[src/rtl/lane_note_engine.sv]
// Per-lane falling-note engine: SLOTS concurrent notes, chart-driven spawns, hit-window scoring.
// Optional: define LANE_STRAY_PRESS_MISS_EN to count key presses outside the hit window as misses.
module lane_note_engine #(
    parameter int SLOTS    = 4,
    parameter int H_W      = 10,
    parameter int BEAT_W   = 7,
    parameter int SPAWN_Y  = 120,
    parameter int BOTTOM_Y = 720,
    parameter int STEP     = 1,
    parameter int HIT_LO   = 600,
    parameter int HIT_HI   = 680
) (
    input  logic                   clk,
    input  logic                   rst_n,
    input  logic                   restart,
    input  logic                   pause,
    input  logic [BEAT_W-1:0]      beat_cnt,
    input  logic [2**BEAT_W-1:0]   spawn_map,
    input  logic                   key_in,
    output logic [SLOTS*H_W-1:0]   block_y,
    output logic [SLOTS-1:0]       block_vld,
    output logic                   hit_pulse,
    output logic                   miss_pulse,
    output logic                   overflow,
    output logic [7:0]             hit_cnt,
    output logic [7:0]             miss_cnt
);

    localparam logic [H_W-1:0] SPAWN_POS  = H_W'(SPAWN_Y);
    localparam logic [H_W-1:0] BOTTOM_POS = H_W'(BOTTOM_Y);
    localparam logic [H_W-1:0] HIT_LO_POS = H_W'(HIT_LO);
    localparam logic [H_W-1:0] HIT_HI_POS = H_W'(HIT_HI);
    localparam logic [H_W:0]   BOTTOM_EXT = (H_W+1)'(BOTTOM_Y);
    localparam logic [H_W:0]   STEP_EXT   = (H_W+1)'(STEP);

    function automatic logic [7:0] sat_add(input logic [7:0] a, input logic [3:0] b);
        logic [8:0] s;
        s = {1'b0, a} + {5'b0, b};
        return s[8] ? 8'hFF : s[7:0];
    endfunction

    logic [H_W-1:0]    y_q [SLOTS];
    logic [H_W-1:0]    y_d [SLOTS];
    logic [SLOTS-1:0]  vld_q, vld_d;
    logic [BEAT_W-1:0] prev_beat_q;
    logic              key_d_q;
    logic              hit_pulse_q, hit_pulse_d;
    logic              miss_pulse_q, miss_pulse_d;
    logic              overflow_q, overflow_d;
    logic [7:0]        hit_cnt_q, hit_cnt_d;
    logic [7:0]        miss_cnt_q, miss_cnt_d;

    logic              spawn_req;
    logic              press;
    logic              hit_found;
    logic              stray;
    logic [SLOTS-1:0]  spawn_sel;
    logic [SLOTS-1:0]  hit_sel;
    logic [SLOTS-1:0]  exit_v;
    logic [H_W-1:0]    best_y;
    logic [H_W:0]      y_step [SLOTS];
    logic [3:0]        exit_cnt;
    logic [3:0]        miss_add;

    always_comb begin
        // NOTE: every signal gets a default before any branch so no latch is inferred.
        spawn_req = (beat_cnt > prev_beat_q) && spawn_map[beat_cnt] && !pause;
        press     = key_in && !key_d_q && !pause;

        // Lowest free slot, judged on this cycle's occupancy.
        spawn_sel = '0;
        for (int i = SLOTS - 1; i >= 0; i--) begin
            if (!vld_q[i]) begin
                spawn_sel    = '0;
                spawn_sel[i] = 1'b1;
            end
        end

        // Deepest note in the window wins; strict '>' keeps ties on the lowest index.
        hit_sel   = '0;
        hit_found = 1'b0;
        best_y    = '0;
        for (int i = 0; i < SLOTS; i++) begin
            if (vld_q[i] && y_q[i] >= HIT_LO_POS && y_q[i] <= HIT_HI_POS &&
                (!hit_found || y_q[i] > best_y)) begin
                hit_sel    = '0;
                hit_sel[i] = 1'b1;
                best_y     = y_q[i];
                hit_found  = 1'b1;
            end
        end

        vld_d    = vld_q;
        exit_v   = '0;
        exit_cnt = '0;
        for (int i = 0; i < SLOTS; i++) begin
            y_d[i]    = y_q[i];
            y_step[i] = {1'b0, y_q[i]} + STEP_EXT;
            if (!pause) begin
                if (spawn_req && spawn_sel[i]) begin
                    vld_d[i] = 1'b1;
                    y_d[i]   = SPAWN_POS;
                end else if (press && hit_sel[i]) begin
                    vld_d[i] = 1'b0;
                    y_d[i]   = BOTTOM_POS;
                end else if (vld_q[i]) begin
                    if (y_step[i] >= BOTTOM_EXT) begin
                        vld_d[i]  = 1'b0;
                        y_d[i]    = BOTTOM_POS;
                        exit_v[i] = 1'b1;
                    end else begin
                        y_d[i] = y_step[i][H_W-1:0];
                    end
                end
            end
            exit_cnt = exit_cnt + {3'b000, exit_v[i]};
        end

`ifdef LANE_STRAY_PRESS_MISS_EN
        stray = press && !hit_found;
`else
        stray = 1'b0;
`endif

        miss_add     = exit_cnt + {3'b000, stray};
        hit_pulse_d  = press && hit_found;
        miss_pulse_d = (miss_add != 4'd0);
        overflow_d   = spawn_req && (&vld_q);
        hit_cnt_d    = hit_pulse_d ? sat_add(hit_cnt_q, 4'd1) : hit_cnt_q;
        miss_cnt_d   = sat_add(miss_cnt_q, miss_add);
    end

    // NOTE: sequential state uses non-blocking assignments only, so every register samples pre-edge values.
    always_ff @(posedge clk or negedge rst_n) begin
        if (!rst_n) begin
            // NOTE: the position array is reset like any register; it drives outputs and is only SLOTS entries.
            for (int i = 0; i < SLOTS; i++) y_q[i] <= BOTTOM_POS;
            vld_q        <= '0;
            prev_beat_q  <= '0;
            key_d_q      <= 1'b0;
            hit_pulse_q  <= 1'b0;
            miss_pulse_q <= 1'b0;
            overflow_q   <= 1'b0;
            hit_cnt_q    <= '0;
            miss_cnt_q   <= '0;
        end else if (restart) begin
            for (int i = 0; i < SLOTS; i++) y_q[i] <= BOTTOM_POS;
            vld_q        <= '0;
            prev_beat_q  <= '0;
            key_d_q      <= 1'b0;
            hit_pulse_q  <= 1'b0;
            miss_pulse_q <= 1'b0;
            overflow_q   <= 1'b0;
            hit_cnt_q    <= '0;
            miss_cnt_q   <= '0;
        end else begin
            for (int i = 0; i < SLOTS; i++) y_q[i] <= y_d[i];
            vld_q        <= vld_d;
            prev_beat_q  <= beat_cnt;
            key_d_q      <= key_in;
            hit_pulse_q  <= hit_pulse_d;
            miss_pulse_q <= miss_pulse_d;
            overflow_q   <= overflow_d;
            hit_cnt_q    <= hit_cnt_d;
            miss_cnt_q   <= miss_cnt_d;
        end
    end

    for (genvar g = 0; g < SLOTS; g++) begin : g_pack
        assign block_y[g*H_W +: H_W] = y_q[g];
    end

    assign block_vld  = vld_q;
    assign hit_pulse  = hit_pulse_q;
    assign miss_pulse = miss_pulse_q;
    assign overflow   = overflow_q;
    assign hit_cnt    = hit_cnt_q;
    assign miss_cnt   = miss_cnt_q;

endmodule

[config.mk]
export PLATFORM = sky130hd
export DESIGN_NAME = lane_note_engine
export DESIGN_NICKNAME = d
export VERILOG_FILES = /design/src/rtl/lane_note_engine.sv
export SDC_FILE = /design/constraint.sdc
export NUM_CORES = 1
export LEC_CHECK = 0
export CAP_MARGIN = 40
export CORE_ASPECT_RATIO = 0.7
export CORE_MARGIN = 2
export CORE_UTILIZATION = 46
export DETAILED_ROUTE_END_ITERATION = 16
export HOLD_SLACK_MARGIN = 0.1
export PLACE_DENSITY = 0.78
export REMOVE_ABC_BUFFERS = 1
export SYNTH_ARGS = -nofsm -noshare
export SYNTH_HDL_FRONTEND = slang
export SYNTH_SLANG_ARGS = --single-unit
[constraint.sdc]
create_clock -name clk -period 27.2 [get_ports clk]
set_input_delay 5.44 -clock clk [delete_from_list [all_inputs] [get_ports clk]]
set_output_delay 5.44 -clock clk [all_outputs]
set_load 0.01 [all_outputs]
==> impl_metrics.tcl <==
set metrics [dict create \
    antenna_cells 0 \
    tightestPinTransition_ns 0.8928 \
    place_congestion 0.9842 \
    die_w_um 151.7 \
    die_h_um 107.4 \
    slowest_stage "a21oi_1" \
    fin_crit_ns 10.67 \
    finalCritPeriodShare 0.3924 \
    clock_sinks 71 \
    synth_top_area_frac 0.1960 \
    grt_usage 0.2771 \
    drtAntennaViolNets 0 \
    worst_path_most_repeated_cell "ha_1" \
    synth-warning-count 0 \
    drc 0 \
    synth_edf_count 0 \
    synthArstFlopShare 1.000 \
    cp_max_fo 15 \
    criticalPathCategory "reg2reg" \
    critPathMaxStageDelay_ns 0.69 \
    slew-limit-headroom 0.3983 \
    synthMuxAreaShare 0.1269 \
    clock_latency_ns 0.34 \
    hold_viol 0 \
    overflow 0 \
    irDropWorstVdd_uv 25.66 \
    via_count 7409 \
    fmax_mhz 93.70 \
    status "finished clean" \
    cellPowerDensity_nw_per_um2 31.58 \
    start_util 0.4739 \
    grt_max_degree 56 \
    final_layout_size_suffix_gt1_frac 0.08333 \
    cts_buffers 9 \
    ys_ff_latch 71 \
    drt-pass1-iter-count 7 \
    num_rows 37 \
    leakagePower_nw 3.824 \
    portBuffers 202 \
    core-area_sq_um 14810 \
    arrival_ns 10.86 \
    place_ws_ns 16.65 \
    synth_top_cell_by_area "dfrtp_1" \
    cp_data_required_time_ns 27.39 \
    tns_ns 0 \
    yosys-top-cells-count "nand2_1, nor2_1, dfrtp_1, inv_1, ha_1" \
    yosys.area_share.simple 0.2057 \
    finClkSkew_ns 0.008375 \
    post_cts_resized 0 \
    path_clk_slew_ns 0.06 \
    synth.distinct_cells 88 \
    synth_top_cells_by_area "dfrtp_1, ha_1, dfstp_2" \
    synthAdderAreaFrac 0.09660 \
    grt_pass1_vias 6863 \
    syn_to_final_growth_pct 33.90 \
    synth_compound_area_frac 0.2404 \
    hold_slack_ns 0.5615 \
    place_hpwl_mm 17.34 \
    endpoint_kind "flop" \
    slew_violations 0 \
    cts_tree "yes" \
    cts_max_path_buffers 2 \
    syn-instance-count 816 \
    viasPerCell 6.221 \
    synth_top_family_by_area "compound AO/OA/AOI/OAI gates" \
    synth_area_sq_um 7020 \
    syn_avg_cell_area_sq_um 8.604 \
    cts_hold_buf 0 \
    yosys.cell_count.top_type "nand2_1" \
    cts_setup_buffers 0 \
    seqCellArea_sq_um 1797 \
    htreeDepth 3 \
    synthXorXnorAreaFrac 0.008733 \
    grt_pass1_wl_mm 35.62 \
    avgRoutedWirePerCell_um 18.99 \
    antenna_found_initial 0 \
    cp-start-kind "flop" \
    drtIter0Drc 786 \
    io_pins 203 \
    setup_ws_ns 16.53 \
    totalWireLength_mm 22.61 \
    cap_violations 0 \
    ys_seq_area_frac 0.2559 \
    multiInputGateArea_sq_um 4773 \
    rsz0062_at_grt "no" \
    synth_flop_cell "dfrtp_1" \
    setup_viol 0 \
    fillCellCount 1254 \
    clockRootBuffer "clkbuf_16" \
    hold_path.class "reg2reg" \
    die_area_sq_um 16280 \
    nets 1184 \
]
-- critical path: cells and delay by family, from the launching register on --
kind	cells	cell delay, ns
flops	1	0.47
mux	2	0.71
fa+ha+maj	7	2.47
compound gates	15	4.59
simple gates	9	2.12
buf+inv	1	0.15
-- cells by family after synthesis --
| group | Yosys count |
|---|---|
| adders and majority gates | 53 |
| buffers and inverters | 102 |
| DFF | 71 |
| and+or+nand+nor | 279 |
| xor gates and xnor gates | 7 |
| AOI/OAI and AO/OA | 235 |
| other | 1 |
| muxes | 68 |
-- through the flow --
stage | cell area (sq um) | power [mW] | instances | utilization
after floorplan | 6780 | 0.1385 | 772 | -
after global placement | 9064 | 0.1754 | 1173 | 0.6118
after detailed placement | 9099 | 0.1770 | 1175 | 0.6142
after CTS | 9400 | 0.2972 | 1191 | 0.6345
after global routing | 9400 | 0.3078 | 1191 | 0.6345
final | 9400 | 0.2969 | 1191 | 0.6345
-- state kept, by name, summed over array words and instances (netlist names), 4 cells and up --
register	flops
hit_cnt	8
miss_cnt	8
block_vld	4
block_y	40
prev_beat_q	7
-- per-layer routing --
layer  track usage  vias to the layer above  wire length, um
met1        0.4082                     3524            10090
met5             0                        -                0
met4       0.05754                        0              314
met2        0.4054                      390             9815
li1              -                     3463                -
met3       0.07542                       32             2390
-- where the power goes --
| part | switching (mW) | internal, mW |
|---|---|---|
| sequential | 0.00308 | 0.108 |
| clock | 0.0475 | 0.0736 |
| combinational | 0.0290 | 0.0359 |
| total | 0.0795 | 0.217 |
-- final cells by class --
class	instances	share of cell area
tap	195	0.02595
inverter	56	0.02236
multi-input combinational	645	0.5078
sequential	71	0.1911
clock inverter	5	0.006256
clock buffer	11	0.02582
timing repair buffer	208	0.2207
-- placed cells by master, fill, tap and decap left out, drive strengths merged, types with 9 or more instances in the layout --
master / instances
buf: 9
nor2b: 13
clkdlybuf4s50: 199
and3: 10
nand2: 64
a21oi: 48
inv: 56
a31oi: 16
dfstp: 16
a221oi: 11
o21a: 10
nand3: 35
nand4: 15
a22oi: 16
mux4: 15
mux2: 12
mux2i: 41
nand2b: 9
clkbuf: 11
nor3: 20
nor2: 58
ha: 51
o21ai: 46
dfrtp: 55
-- final timing paths --
check,startpoint,to,slack [ns],cells past startpoint
worst max-delay path,block_y[2],miss_cnt[0],16.53,34
worst min-delay path,block_y[8],block_y[8],0.56,1
worst max register to register,block_y[2],miss_cnt[0],16.53,34
worst min register to register,block_y[8],block_y[8],0.56,1
max in group asynchronous,rst_n,block_y[37],21.61,2
min in group asynchronous,rst_n,block_y[3],4.97,1
No activity file was read; power rests on OpenSTA's default activity.
